## config.mk

```make
export PLATFORM = sky130hd
export DESIGN_NAME = seq_divider_15_flat
export DESIGN_NICKNAME = d
export VERILOG_FILES = /design/src/rtl/seq_divider_15_pkg.sv /design/src/rtl/seq_divider_15_if.sv /design/src/rtl/seq_divider_15_sub.sv /design/src/rtl/seq_divider_15.sv /design/src/flat_wrapper.sv
export SDC_FILE = /design/constraint.sdc
export NUM_CORES = 1
export LEC_CHECK = 0
export ABC_AREA = 1
export CELL_PAD_IN_SITES_DETAIL_PLACEMENT = 0
export CELL_PAD_IN_SITES_GLOBAL_PLACEMENT = 2
export CORE_UTILIZATION = 35
export DETAILED_ROUTE_END_ITERATION = 12
export DONT_BUFFER_PORTS = 1
export PLACE_DENSITY_LB_ADDON = 0.05
export SLEW_MARGIN = 20
export SYNTH_ARGS = -nofsm -noshare
export SYNTH_HDL_FRONTEND = slang
export SYNTH_SLANG_ARGS = --single-unit
```

## constraint.sdc

```tcl
create_clock -name clk -period 2.2 [get_ports clk]
set_input_delay 0.44 -clock clk [delete_from_list [all_inputs] [get_ports clk]]
set_output_delay 0.44 -clock clk [all_outputs]
set_load 0.01 [all_outputs]
```

## src/rtl/seq_divider_15_pkg.sv

```systemverilog
// Shared constants and state type for the 15-bit sequential divider.
package seq_divider_15_pkg;

    localparam int unsigned DIV_WIDTH = 15;
    localparam int unsigned DIV_ITER  = 15;
    localparam logic [DIV_WIDTH-1:0] DIV0_QUOT = 15'h7FFF;

    typedef enum logic [1:0] {
        IDLE   = 2'd0,
        CALC   = 2'd1,
        FINISH = 2'd2
    } div_state_e;

endpackage

```

## src/rtl/seq_divider_15_if.sv

```systemverilog
// Start/done handshake and operand/result bus between execute stage and divider.
interface seq_divider_15_if
    import seq_divider_15_pkg::*;
#(
    parameter int unsigned WIDTH = DIV_WIDTH
) ();

    logic             start;
    logic [WIDTH-1:0] dividend;
    logic [WIDTH-1:0] divisor;
    logic             busy;
    logic             done;
    logic [WIDTH-1:0] quotient;
    logic [WIDTH-1:0] remainder;
    logic             div_by_zero;

    modport master (
        output start, dividend, divisor,
        input  busy, done, quotient, remainder, div_by_zero
    );

    modport slave (
        input  start, dividend, divisor,
        output busy, done, quotient, remainder, div_by_zero
    );

endinterface

```

## src/rtl/seq_divider_15_sub.sv

```systemverilog
// Combinational trial subtractor; counterpart of the ALU adder.
module sub_15
    import seq_divider_15_pkg::*;
#(
    parameter int unsigned W = DIV_WIDTH + 1
) (
    input  logic [W-1:0] A,
    input  logic [W-1:0] B,
    output logic [W-1:0] D,
    output logic         borrow_out
);

    // Borrow is the inverted carry of A - B computed one bit wider.
    assign {borrow_out, D} = {1'b0, A} - {1'b0, B};

endmodule

```

## src/rtl/seq_divider_15.sv

```systemverilog
// Multi-cycle unsigned restoring divider: one trial subtract per cycle.
module seq_divider_15
    import seq_divider_15_pkg::*;
#(
    parameter int unsigned WIDTH = DIV_WIDTH
) (
    input logic              clk,
    input logic              rst_n,
    seq_divider_15_if.slave  bus
);

    localparam int unsigned CNT_W = $clog2(DIV_ITER);

    div_state_e       state, state_next;

    logic [WIDTH:0]   r_reg, r_next;
    logic [WIDTH-1:0] q_reg, q_next;
    logic [WIDTH-1:0] d_reg, d_next;
    logic [CNT_W-1:0] cnt, cnt_next;
    logic             dz_reg, dz_next;

    logic             done_q, done_next;
    logic [WIDTH-1:0] quot_q, quot_next;
    logic [WIDTH-1:0] rem_q, rem_next;
    logic             dzo_q, dzo_next;

    logic [WIDTH:0]   r_shift;
    logic [WIDTH:0]   diff;
    logic             borrow;

    // Shifting the full partial remainder drops its (always zero) top bit.
    assign r_shift = (r_reg << 1) | {{WIDTH{1'b0}}, q_reg[WIDTH-1]};

    sub_15 #(.W(WIDTH + 1)) u_sub (
        .A          (r_shift),
        .B          ({1'b0, d_reg}),
        .D          (diff),
        .borrow_out (borrow)
    );

    // State register.
    always_ff @(posedge clk) begin
        if (!rst_n) state <= IDLE;
        else        state <= state_next;
    end

    // Next-state and datapath next values.
    always_comb begin
        state_next = state;
        r_next     = r_reg;
        q_next     = q_reg;
        d_next     = d_reg;
        cnt_next   = cnt;
        dz_next    = dz_reg;
        done_next  = 1'b0;
        quot_next  = quot_q;
        rem_next   = rem_q;
        dzo_next   = dzo_q;
        case (state)
            IDLE: begin
                if (bus.start) begin
                    if (bus.divisor != '0) begin
                        d_next     = bus.divisor;
                        r_next     = '0;
                        q_next     = bus.dividend;
                        cnt_next   = '0;
                        dz_next    = 1'b0;
                        state_next = CALC;
                    end else begin
                        q_next     = DIV0_QUOT;
                        r_next     = {1'b0, bus.dividend};
                        dz_next    = 1'b1;
                        state_next = FINISH;
                    end
                end
            end
            CALC: begin
                r_next   = borrow ? r_shift : diff;
                q_next   = {q_reg[WIDTH-2:0], ~borrow};
                cnt_next = cnt + CNT_W'(1);
                if (cnt == CNT_W'(DIV_ITER - 1)) state_next = FINISH;
            end
            FINISH: begin
                done_next  = 1'b1;
                quot_next  = q_reg;
                rem_next   = r_reg[WIDTH-1:0];
                dzo_next   = dz_reg;
                state_next = IDLE;
            end
            default: state_next = IDLE;
        endcase
    end

    // Datapath and result registers; results only change when done fires.
    always_ff @(posedge clk) begin
        if (!rst_n) begin
            r_reg  <= '0;
            q_reg  <= '0;
            d_reg  <= '0;
            cnt    <= '0;
            dz_reg <= 1'b0;
            done_q <= 1'b0;
            quot_q <= '0;
            rem_q  <= '0;
            dzo_q  <= 1'b0;
        end else begin
            r_reg  <= r_next;
            q_reg  <= q_next;
            d_reg  <= d_next;
            cnt    <= cnt_next;
            dz_reg <= dz_next;
            done_q <= done_next;
            quot_q <= quot_next;
            rem_q  <= rem_next;
            dzo_q  <= dzo_next;
        end
    end

    assign bus.busy        = (state == CALC);
    assign bus.done        = done_q;
    assign bus.quotient    = quot_q;
    assign bus.remainder   = rem_q;
    assign bus.div_by_zero = dzo_q;

endmodule

```

## src/flat_wrapper.sv

```systemverilog
// flat-port wrapper written by rule: the top's interface ports become plain ports
module seq_divider_15_flat import seq_divider_15_pkg::*;
#(
    parameter int unsigned WIDTH = DIV_WIDTH
)
  (clk, rst_n, bus_start, bus_dividend, bus_divisor, bus_busy, bus_done, bus_quotient, bus_remainder, bus_div_by_zero);
  seq_divider_15_if #(.WIDTH(WIDTH)) bus_i ();
  input logic clk;
  input logic rst_n;
  input wire logic [$bits(bus_i.start)-1:0] bus_start;
  input wire logic [$bits(bus_i.dividend)-1:0] bus_dividend;
  input wire logic [$bits(bus_i.divisor)-1:0] bus_divisor;
  output wire logic [$bits(bus_i.busy)-1:0] bus_busy;
  output wire logic [$bits(bus_i.done)-1:0] bus_done;
  output wire logic [$bits(bus_i.quotient)-1:0] bus_quotient;
  output wire logic [$bits(bus_i.remainder)-1:0] bus_remainder;
  output wire logic [$bits(bus_i.div_by_zero)-1:0] bus_div_by_zero;
  assign bus_i.start = bus_start;
  assign bus_i.dividend = bus_dividend;
  assign bus_i.divisor = bus_divisor;
  assign bus_busy = bus_i.busy;
  assign bus_done = bus_i.done;
  assign bus_quotient = bus_i.quotient;
  assign bus_remainder = bus_i.remainder;
  assign bus_div_by_zero = bus_i.div_by_zero;
  seq_divider_15 #(.WIDTH(WIDTH)) u_core (.clk(clk), .rst_n(rst_n), .bus(bus_i));
endmodule
```

==> summary.txt, run 1 <==
outcome = completed
CP cell instances = inv_1 -> ha_1 -> fa_2 -> inv_1 -> nand2_1 -> nand2_1 -> nand3_1 -> nand2_2 -> nand2_4 -> buf_4 -> nand3b_1 -> nand2_1 -> inv_1 -> nand2_1 -> a21oi_2
average wire per standard cell = 15.97 µm
pwr/cell area = 940.4 nW/µm²
fin crit share = 91.92%
area share of the largest cell type after synthesis = 37.49%
sequential fraction of the synthesis area = 37.49%
Lkg Pwr = 2.293 nW
cell count after synthesis = 642
Synth Register Bits = 84
Warnings, synthesis = 0
CP Class = flop to flop
die height = 115.2 µm
crit-path most repeated cell = nand2_1
Initial Utilization = 36.58%
core area = 12,260 µm²
drt drc = 0
unrepaired setup endpoints after global routing = false
crit-path max FO = 9
TritonCTS clock tree = built
largest area contributor in the netlist = dfxtp_1
critical path's largest stage delay = 360 ps
H-tree levels = 3
syn_nets = 693
die span in x = 115.2 µm
Core Rows = 40
Fin Clk Skew = 5.928 ps
clk sinks = 84
Hold-fix buffers, CTS = 0
DPL Wire Length = 9.529 mm
root buf cell = clkbuf_16
multi-input combinational cell area = 2362 µm²
number of synthesized flops with an enable pin = 0
Critical Path AT = 2310 ps
die area = 13,270 µm²
Worst-Skew Late Latency = 360 ps
setup TNS = 0 ps
Vias/cell = 4.969
area post-placement = 4683 µm²
Clk pin slew, worst setup/hold paths = 60 ps
DRT iter0 DRCs = 226
Ports = 66
largest net degree at the start of global routing = 74
Worst Tran Pin Value = 678.6 ps
Final Cell Area = 4979 µm²
main flop type after synthesis = dfxtp_1
Final Slew Violations = 0
synth top area cells = dfxtp_1 37%, o21ai_0 11%, nand2_1 10%
peak supply drop = 0.4000 mV
post-route ant nets = 0
worst hold path type = input port to flop
gr ovfl total = 0
layout cells sized above 1 = 10.84%
sequential cell area = 1683 µm²
Tot GR Track Use = 21.07%
Worst setup EP type = flop
# fillers = 1,341
global-route wire length before repair = 20.73 mm
CP Launch Type = flop
drt pass-1 iters = 5
worst endpoint required time = 2490 ps
detailed-route via count = 4,045
Layout Nets = 693
cell family with most CP delay = adder cells
max frequency = 494.5 MHz
antenna violations before repair = 0
GPL Wtd Cong = 0.7777
final setup vio count = 0
vias in the first global route = 3,853
library cells used by synthesis = 37
Syn Area/Cell = 6.987 µm²
fin crit period = 2022 ps
headroom to the max-slew limit = 54.71%
CTS Buffer Depth = 2
Synth Cell Area = 4486 µm²
count leader, synth = nand2_1
Max Cap Violations = 0
Critical Path Slowest Stage Cell = fa_2
r2r setup slk = 180 ps
Fin. Hold Viols = 0
WL final = 13.00 mm
area grow syn2layout = 10.99%
Ant. Diodes = 0
number of port buffers = 0
sum of buffers and inverters on the critical path = 4
Synth async-reset ratio = 0%
Post-synth top cells = 123 x nand2_1, 95 x o21ai_0, 84 x dfxtp_1, 77 x inv_1, 64 x nor2_1
TritonCTS Buffers = 9
worst paths after layout:
kind,start,end,cells past startpoint
hold reg to reg,u_core.d_reg[2]$_SDFFE_PN0P_,u_core.d_reg[2]$_SDFFE_PN0P_,2
hold / removal,rst_n,u_core.bus.remainder[12]$_SDFFE_PN0P_,2
setup reg to reg,u_core.q_reg[14]$_SDFFE_PN0P_,u_core.r_reg[10]$_SDFFE_PN0P_,15
setup / recovery,u_core.q_reg[14]$_SDFFE_PN0P_,u_core.r_reg[10]$_SDFFE_PN0P_,15
routing by layer:
metal	vias up	GRT usage, %	part of all wire [%]
met5	-	0	0
met3	19	5.640	6.0
met1	1837	26.97	46
met4	0	8.831	2.5
met2	95	33.45	45
li1	2094	-	-
through the flow:
step	setup slack (ps)	util, %	hold slack, ps	total power [W]	cells
2_1_floorplan	248.4	-	435.3	0.002922	642
3_3_place_gp	82.38	38.19	449.0	0.003254	798
3_5_place_dp	5.669	38.19	458.6	0.003253	798
4_1_cts	16.36	40.46	208.3	0.004730	813
5_1_grt	0.7172	40.60	223.1	0.005001	814
6_report	177.7	40.60	220.7	0.004682	814
repair_timing:
item,in CTS,in global routing
resized for setup,1,4
setup endpoints to repair,4,15
pin swaps,0,1
hold endpoints to repair,0,0
buffers inserted,0,1
cell type report:
| cell class | count | share of cell area (%) |
|---|---|---|
| clock buffer | 11 | 4.876 |
| clock inverter | 4 | 0.5278 |
| inverter | 81 | 6.107 |
| multi-input combinational | 446 | 47.45 |
| sequential | 84 | 33.80 |
| tap | 168 | 4.222 |
| timing repair buffer | 20 | 3.016 |
kinds of logic after synthesis:
kind of cell,after synthesis,synth area share (%)
AND/OR/NAND/NOR,247,24.16
flip-flops,84,37.49
XOR/XNOR,7,1.367
buffers and inverters,112,10.29
AO/OA/AOI/OAI,174,21.51
adder cells (fa/ha/maj),18,5.188
cell usage in the layout, fill, tap and decap left out, types with 7 or more instances in the layout:
master     netlist  layout
nand2_1        123     122
o21ai_0         95      95
dfxtp_1         84      83
inv_1           77      77
nor2_1          64      63
a21oi_1         56      55
nand3_1         29      29
buf_4            0      20
ha_1            17      17
clkbuf_16        0       9
a31oi_1          8       8
nand3b_1         7       7
a21oi_2          6       7
where the power goes:
part	internal [W]	total [W]	switching, W
sequential	0.00165	0.00176	0.000108
combinational	0.000540	0.00149	0.000945
clock	0.000788	0.00144	0.000649
total	0.00298	0.00468	0.00170
(Power assumes the default switching activity.)
==> inputs of run 2 (changes only) <==
CTS_BUF_LIST = sky130_fd_sc_hd__clkbuf_4 sky130_fd_sc_hd__clkbuf_8 sky130_fd_sc_hd__clkbuf_16   (was unset)
HOLD_SLACK_MARGIN = 0.05   (was unset)
==> run 2 against run 1 <==
Sequential power about the same. Via count unchanged. Critical path type unchanged. Power grew 0.24%. Critical path depth did not move. Worst hold slack improved by 0.58 ps. Global-route usage did not move. Highest routed layer unchanged. Largest cell class unchanged. Non-clock buffer count is the same. Die area unchanged.
==> summary.txt, run 2 (synthesized netlist as in run 1, its figures left out) <==
DPL Wire Length = 9.529 mm (unchanged)
Ant. Diodes = 0 (unchanged)
TritonCTS clock tree = built
final setup vio count = 0 (unchanged)
max frequency = 494.5 MHz (about the same)
gr ovfl total = 0 (unchanged)
post-route ant nets = 0 (unchanged)
average wire per standard cell = 15.97 µm (about the same)
Lkg Pwr = 2.297 nW (+0.15%)
WHS Path Cells = 2 (unchanged)
area grow syn2layout = 11.07% (about the same)
clk sinks = 84 (unchanged)
layout cells sized above 1 = 10.99% (+0.15 points)
root buf cell = clkbuf_16
fin crit period = 2022 ps (-0.1910 ps)
cell family with most CP delay = adder cells
unrepaired setup endpoints after global routing = false
headroom to the max-slew limit = 54.71% (about the same)
outcome = completed
setup TNS = 0 ps (unchanged)
Fin Clk Skew = 5.928 ps (-0.0001100 ps)
CP Launch Type = flop
Layout Nets = 693 (unchanged)
TritonCTS Buffers = 9 (unchanged)
r2r setup slk = 180 ps (about the same)
r2r endpoint = u_core.r_reg[10]$_SDFFE_PN0P_
CP cell instances = inv_1 -> ha_1 -> fa_2 -> inv_1 -> nand2_1 -> nand2_1 -> nand3_1 -> nand2_2 -> nand2_4 -> buf_4 -> nand3b_1 -> nand2_1 -> inv_1 -> nand2_1 -> a21oi_2
antenna violations before repair = 0 (unchanged)
Worst Tran Pin Value = 678.6 ps (+0.001431 ps)
Hold-fix buffers, CTS = 0 (unchanged)
Initial Utilization = 36.58% (unchanged)
drt pass-1 iters = 5 (unchanged)
Worst-Skew Late Latency = 350 ps (about the same)
Vias/cell = 4.969 (unchanged)
die height = 115.2 µm (unchanged)
crit-path most repeated cell = nand2_1
Core Rows = 40 (unchanged)
drt drc = 0 (unchanged)
CTS Buffer Depth = 2 (unchanged)
global-route wire length before repair = 20.73 mm (unchanged)
Critical Path AT = 2310 ps (about the same)
fin crit share = 91.91% (about the same)
total power = 0.004693 W (+0.24%)
FF-to-FF path depth = 15 (unchanged)
CP Class = flop to flop
DRT iter0 DRCs = 224 (-0.88%)
H-tree levels = 3 (unchanged)
worst hold path type = input port to flop
core area = 12,260 µm² (unchanged)
WHS Endpoint = u_core.bus.remainder[12]$_SDFFE_PN0P_
Final Slew Violations = 0 (unchanged)
final worst slack = 177.9 ps (+0.1910 ps)
critical path's largest stage delay = 360 ps (about the same)
Worst setup EP type = flop
min-delay src = rst_n
die area = 13,270 µm² (unchanged)
Clk pin slew, worst setup/hold paths = 60 ps (about the same)
R2R Path Start = u_core.q_reg[14]$_SDFFE_PN0P_
sum of buffers and inverters on the critical path = 4 (unchanged)
detailed-route via count = 4,045 (unchanged)
Max Cap Violations = 0 (unchanged)
most frequent cells in the layout = 122 x nand2_1, 95 x o21ai_0, 83 x dfxtp_1
largest net degree at the start of global routing = 74 (unchanged)
number of port buffers = 0 (unchanged)
worst endpoint required time = 2490 ps (about the same)
Ports = 66 (unchanged)
Fin. Hold Viols = 0 (unchanged)
vias in the first global route = 3,853 (unchanged)
Tot GR Track Use = 21.07% (unchanged)
peak supply drop = 0.4000 mV (about the same)
most common cell after layout, fill and taps aside = nand2_1
final core occ = 40.63% (about the same)
Critical Path Slowest Stage Cell = fa_2
DP Worst Slack = 5.669 ps (unchanged)
WL final = 13.00 mm (about the same)
pwr/cell area = 942.0 nW/µm² (+0.17%)
GPL Wtd Cong = 0.7777 (unchanged)
die span in x = 115.2 µm (unchanged)
crit-path max FO = 9 (unchanged)
run 2: cell counts in the layout (fill, tap and decap cells not counted):
No cell type changed its count.
run 2: timing repair:
item,4_1_cts,5_1_grt
endpoints found under the hold margin,0,0
resized for setup,1,4
pin swaps,0,1
setup buffers,0,1
setup endpoints to repair,4,15
cloned,0,0
run 2: area by class of cell:
cell class / count / area [µm²]
Timing Repair Buffer: 20 / 150.1
Clock inverter: 4 / 26.28
Fill cell: 1339 / 7279
Multi-Input combinational cell: 446 / 2362
Clock buffer: 11 / 246.5
Inverter: 81 / 304.0
Tap cell: 168 / 210.2
Sequential cell: 84 / 1683
run 2: how the worst max path moves through the flow:
stage | startpoint | endpoint | slack, ps | cells after the start
after floorplan | u_core.q_reg[14]$_SDFFE_PN0P_ | u_core.r_reg[9]$_SDFFE_PN0P_ | 250 | 14
after global placement | u_core.q_reg[14]$_SDFFE_PN0P_ | u_core.r_reg[4]$_SDFFE_PN0P_ | 80 | 13
after detailed placement | u_core.q_reg[14]$_SDFFE_PN0P_ | u_core.r_reg[3]$_SDFFE_PN0P_ | 6 | 13
after CTS | u_core.q_reg[14]$_SDFFE_PN0P_ | u_core.r_reg[10]$_SDFFE_PN0P_ | 20 | 15
after global routing | u_core.q_reg[14]$_SDFFE_PN0P_ | u_core.r_reg[14]$_SDFFE_PN0P_ | 0.7 | 15
final | u_core.q_reg[14]$_SDFFE_PN0P_ | u_core.r_reg[10]$_SDFFE_PN0P_ | 180 | 15
run 2: power breakdown:
part           leakage (nW)  switching [W]  internal [W]
sequential            0.689       0.000108       0.00165
clock                 0.135       0.000648      0.000800
combinational          1.47       0.000945      0.000540
total                  2.30        0.00170       0.00299
run 2: worst reg2reg max path, cell delays in order (launching register included):
cell and delay, ps:
dfxtp_2 350, inv_1 60, ha_1 210, fa_2 360
inv_1 80, nand2_1 50, nand2_1 70, nand3_1 80
nand2_2 90, nand2_4 70, buf_4 170, nand3b_1 90
nand2_1 50, inv_1 60, nand2_1 60, a21oi_2 110
run 2: metrics by stage:
step	hold WS [ps]	cells	instance area (µm²)
finish	221.3	814	4982
global route	223.1	814	4982
CTS	207.6	813	4965
detailed placement	458.6	798	4683
floorplan	435.3	642	4486
global placement	449.0	798	4683
run 2: metal layers:
| metal | part of all wire [%] | GRT usage [%] | vias up |
|---|---|---|---|
| met2 | 45 | 33.45 | 99 |
| met4 | 2.5 | 8.831 | 0 |
| li1 | - | - | 2094 |
| met3 | 5.9 | 5.640 | 21 |
| met5 | 0 | 0 | - |
| met1 | 46 | 26.97 | 1831 |
==> inputs of run 3 (changes only) <==
BUFFER_PORTS_ARGS = -buffer_cell sky130_fd_sc_hd__buf_2   (was unset)
CORE_UTILIZATION = 32   (was 35)
DONT_BUFFER_PORTS = unset   (was 1)
==> run 3 against run 2 <==
Power up 4.4%. Fmax increased by 2.4%. Highest routed layer unchanged. Clock skew grew 0.59 ps. Critical path depth did not move.
==> summary.txt, run 3 (synthesized netlist as in run 1, its figures left out) <==
outcome = completed
vias in the first global route = 4,173 (+8.3%)
cell family with most CP delay = simple AND/OR/NAND/NOR gates
most common cell after layout, fill and taps aside = nand2_1
min-delay src = bus_dividend[8]
r2r setup slk = 230 ps (+50 ps)
DRT iter0 DRCs = 293 (+31%)
Worst-Skew Late Latency = 340 ps (about the same)
worst hold path type = input port to flop
total power = 0.004899 W (+4.4%)
worst endpoint required time = 2480 ps (about the same)
r2r endpoint = u_core.r_reg[10]$_SDFFE_PN0P_
Core Rows = 42 (+5.0%)
# fillers = 1,476 (+10%)
post-route ant nets = 0 (unchanged)
Clk pin slew, worst setup/hold paths = 70 ps (about the same)
TritonCTS Buffers = 9 (unchanged)
headroom to the max-slew limit = 53.89% (-0.83 points)
max frequency = 506.4 MHz (+2.4%)
Fin Clk Skew = 6.515 ps (+0.5869 ps)
final worst slack = 225.1 ps (+47.18 ps)
crit-path max FO = 9 (unchanged)
Crit. Startpoint = u_core.q_reg[14]$_SDFFE_PN0P_
largest net degree at the start of global routing = 56 (-24%)
Hold-fix buffers, CTS = 0 (unchanged)
Lkg Pwr = 2.616 nW (+14%)
Tot GR Track Use = 19.72% (-1.4 points)
die span in x = 120.4 µm (+4.5%)
WHS Path Cells = 3 (+1)
WL final = 13.33 mm (+2.6%)
H-tree levels = 3 (unchanged)
critical path depth = 15 (unchanged)
postcts setup bufs = 0 (unchanged)
clk sinks = 84 (unchanged)
DPL Wire Length = 10.13 mm (+6.3%)
unrepaired setup endpoints after global routing = false
die height = 120.4 µm (+4.5%)
TritonCTS clock tree = built
setup TNS = 0 ps (unchanged)
die area = 14,500 µm² (+9.2%)
critical path's largest stage delay = 350 ps (about the same)
WHS Endpoint = u_core.q_reg[8]$_SDFFE_PN0P_
drt pass-1 iters = 4 (-1)
most frequent cells in the layout = 122 x nand2_1, 95 x o21ai_0, 83 x dfxtp_1
Ant. Diodes = 0 (unchanged)
number of port buffers = 65 (+65)
Worst setup EP type = flop
detailed-route via count = 4,267 (+5.5%)
Vias/cell = 4.811 (-3.2%)
Max Cap Violations = 0 (unchanged)
Initial Utilization = 33.34% (-3.2 points)
gr ovfl total = 0 (unchanged)
CP Launch Type = flop
antenna violations before repair = 0 (unchanged)
Fin. Hold Viols = 0 (unchanged)
area grow syn2layout = 19.69%
core area = 13,450 µm² (+9.7%)
final core occ = 39.91% (-0.72 points)
Critical Path Slowest Stage Cell = fa_2
R2R Path Start = u_core.q_reg[14]$_SDFFE_PN0P_
pwr/cell area = 912.4 nW/µm² (-3.1%)
global-route wire length before repair = 21.92 mm (+5.8%)
DP Worst Slack = 73.82 ps (+68.15 ps)
fin crit share = 89.77% (-2.1 points)
Final Slew Violations = 0 (unchanged)
fin crit period = 1975 ps (-47.18 ps)
average wire per standard cell = 15.03 µm (-5.9%)
Critical Path AT = 2250 ps (-60 ps)
Layout Nets = 757 (+9.2%)
Ports = 66 (unchanged)
cts repair resizes = 0 (-1)
sum of buffers and inverters on the critical path = 4 (unchanged)
CTS Buffer Depth = 2 (unchanged)
GPL Wtd Cong = 0.8135 (+4.6%)
root buf cell = clkbuf_16
peak supply drop = 0.3589 mV (-10%)
Fin Hold WS = 375.6 ps (+154.3 ps)
CP cell instances = inv_1 -> ha_2 -> fa_2 -> inv_1 -> nand2_1 -> nand2_1 -> nand3_1 -> nand2_2 -> nand2_4 -> buf_4 -> nand3b_1 -> nand2_1 -> inv_1 -> nand2_1 -> a21oi_1
layout cells sized above 1 = 19.13% (+8.1 points)
drt drc = 0 (unchanged)
crit-path most repeated cell = nand2_1
FF-to-FF path depth = 15 (unchanged)
Worst Tran Pin Value = 691.0 ps (+12.40 ps)
CP Class = flop to flop
final setup vio count = 0 (unchanged)
run 3: how the worst max path moves through the flow:
stage / endpoint
floorplan: u_core.r_reg[9]$_SDFFE_PN0P_
global placement: u_core.r_reg[2]$_SDFFE_PN0P_
detailed placement: u_core.r_reg[8]$_SDFFE_PN0P_
CTS: u_core.r_reg[3]$_SDFFE_PN0P_
global route: u_core.r_reg[13]$_SDFFE_PN0P_
finish: u_core.r_reg[10]$_SDFFE_PN0P_
run 3: tightest hold or removal path: cells and delay by family:
| kind | cells | cell delay, ps |
|---|---|---|
| AO/OA/AOI/OAI | 1 | 70 |
| buffers and inverters | 1 | 110 |
| AND/OR/NAND/NOR | 1 | 60 |
run 3: area by class of cell:
class	instances	area [µm²]	area share, %
Timing Repair Buffer	84	505.5	9.415
Clock inverter	6	71.32	1.328
Inverter	81	304.0	5.663
Tap cell	176	220.2	4.102
Sequential cell	84	1683	31.34
Clock buffer	10	232.7	4.335
Multi-Input combinational cell	446	2352	43.81
run 3: per-layer routing:
| layer | part of all wire, % | up-vias | global-route usage, % |
|---|---|---|---|
| li1 | - | 2222 | - |
| met1 | 49 | 1958 | 26.72 |
| met3 | 4.2 | 8 | 3.679 |
| met5 | 0 | - | 0 |
| met2 | 46 | 79 | 31.75 |
| met4 | 1.0 | 0 | 5.787 |
run 3: power breakdown:
group          total [W]  internal (W)  leakage, nW  switching [W]
combinational    0.00158      0.000584         1.78        0.00100
sequential       0.00175       0.00165        0.689      0.0000946
clock            0.00157      0.000903        0.143       0.000666
total            0.00490       0.00314         2.62        0.00176
run 3: through the flow:
step	instances	instance area, µm²
floorplan	642	4486
global placement	871	5056
detailed placement	871	5056
CTS	887	5360
global route	887	5369
finish	887	5369
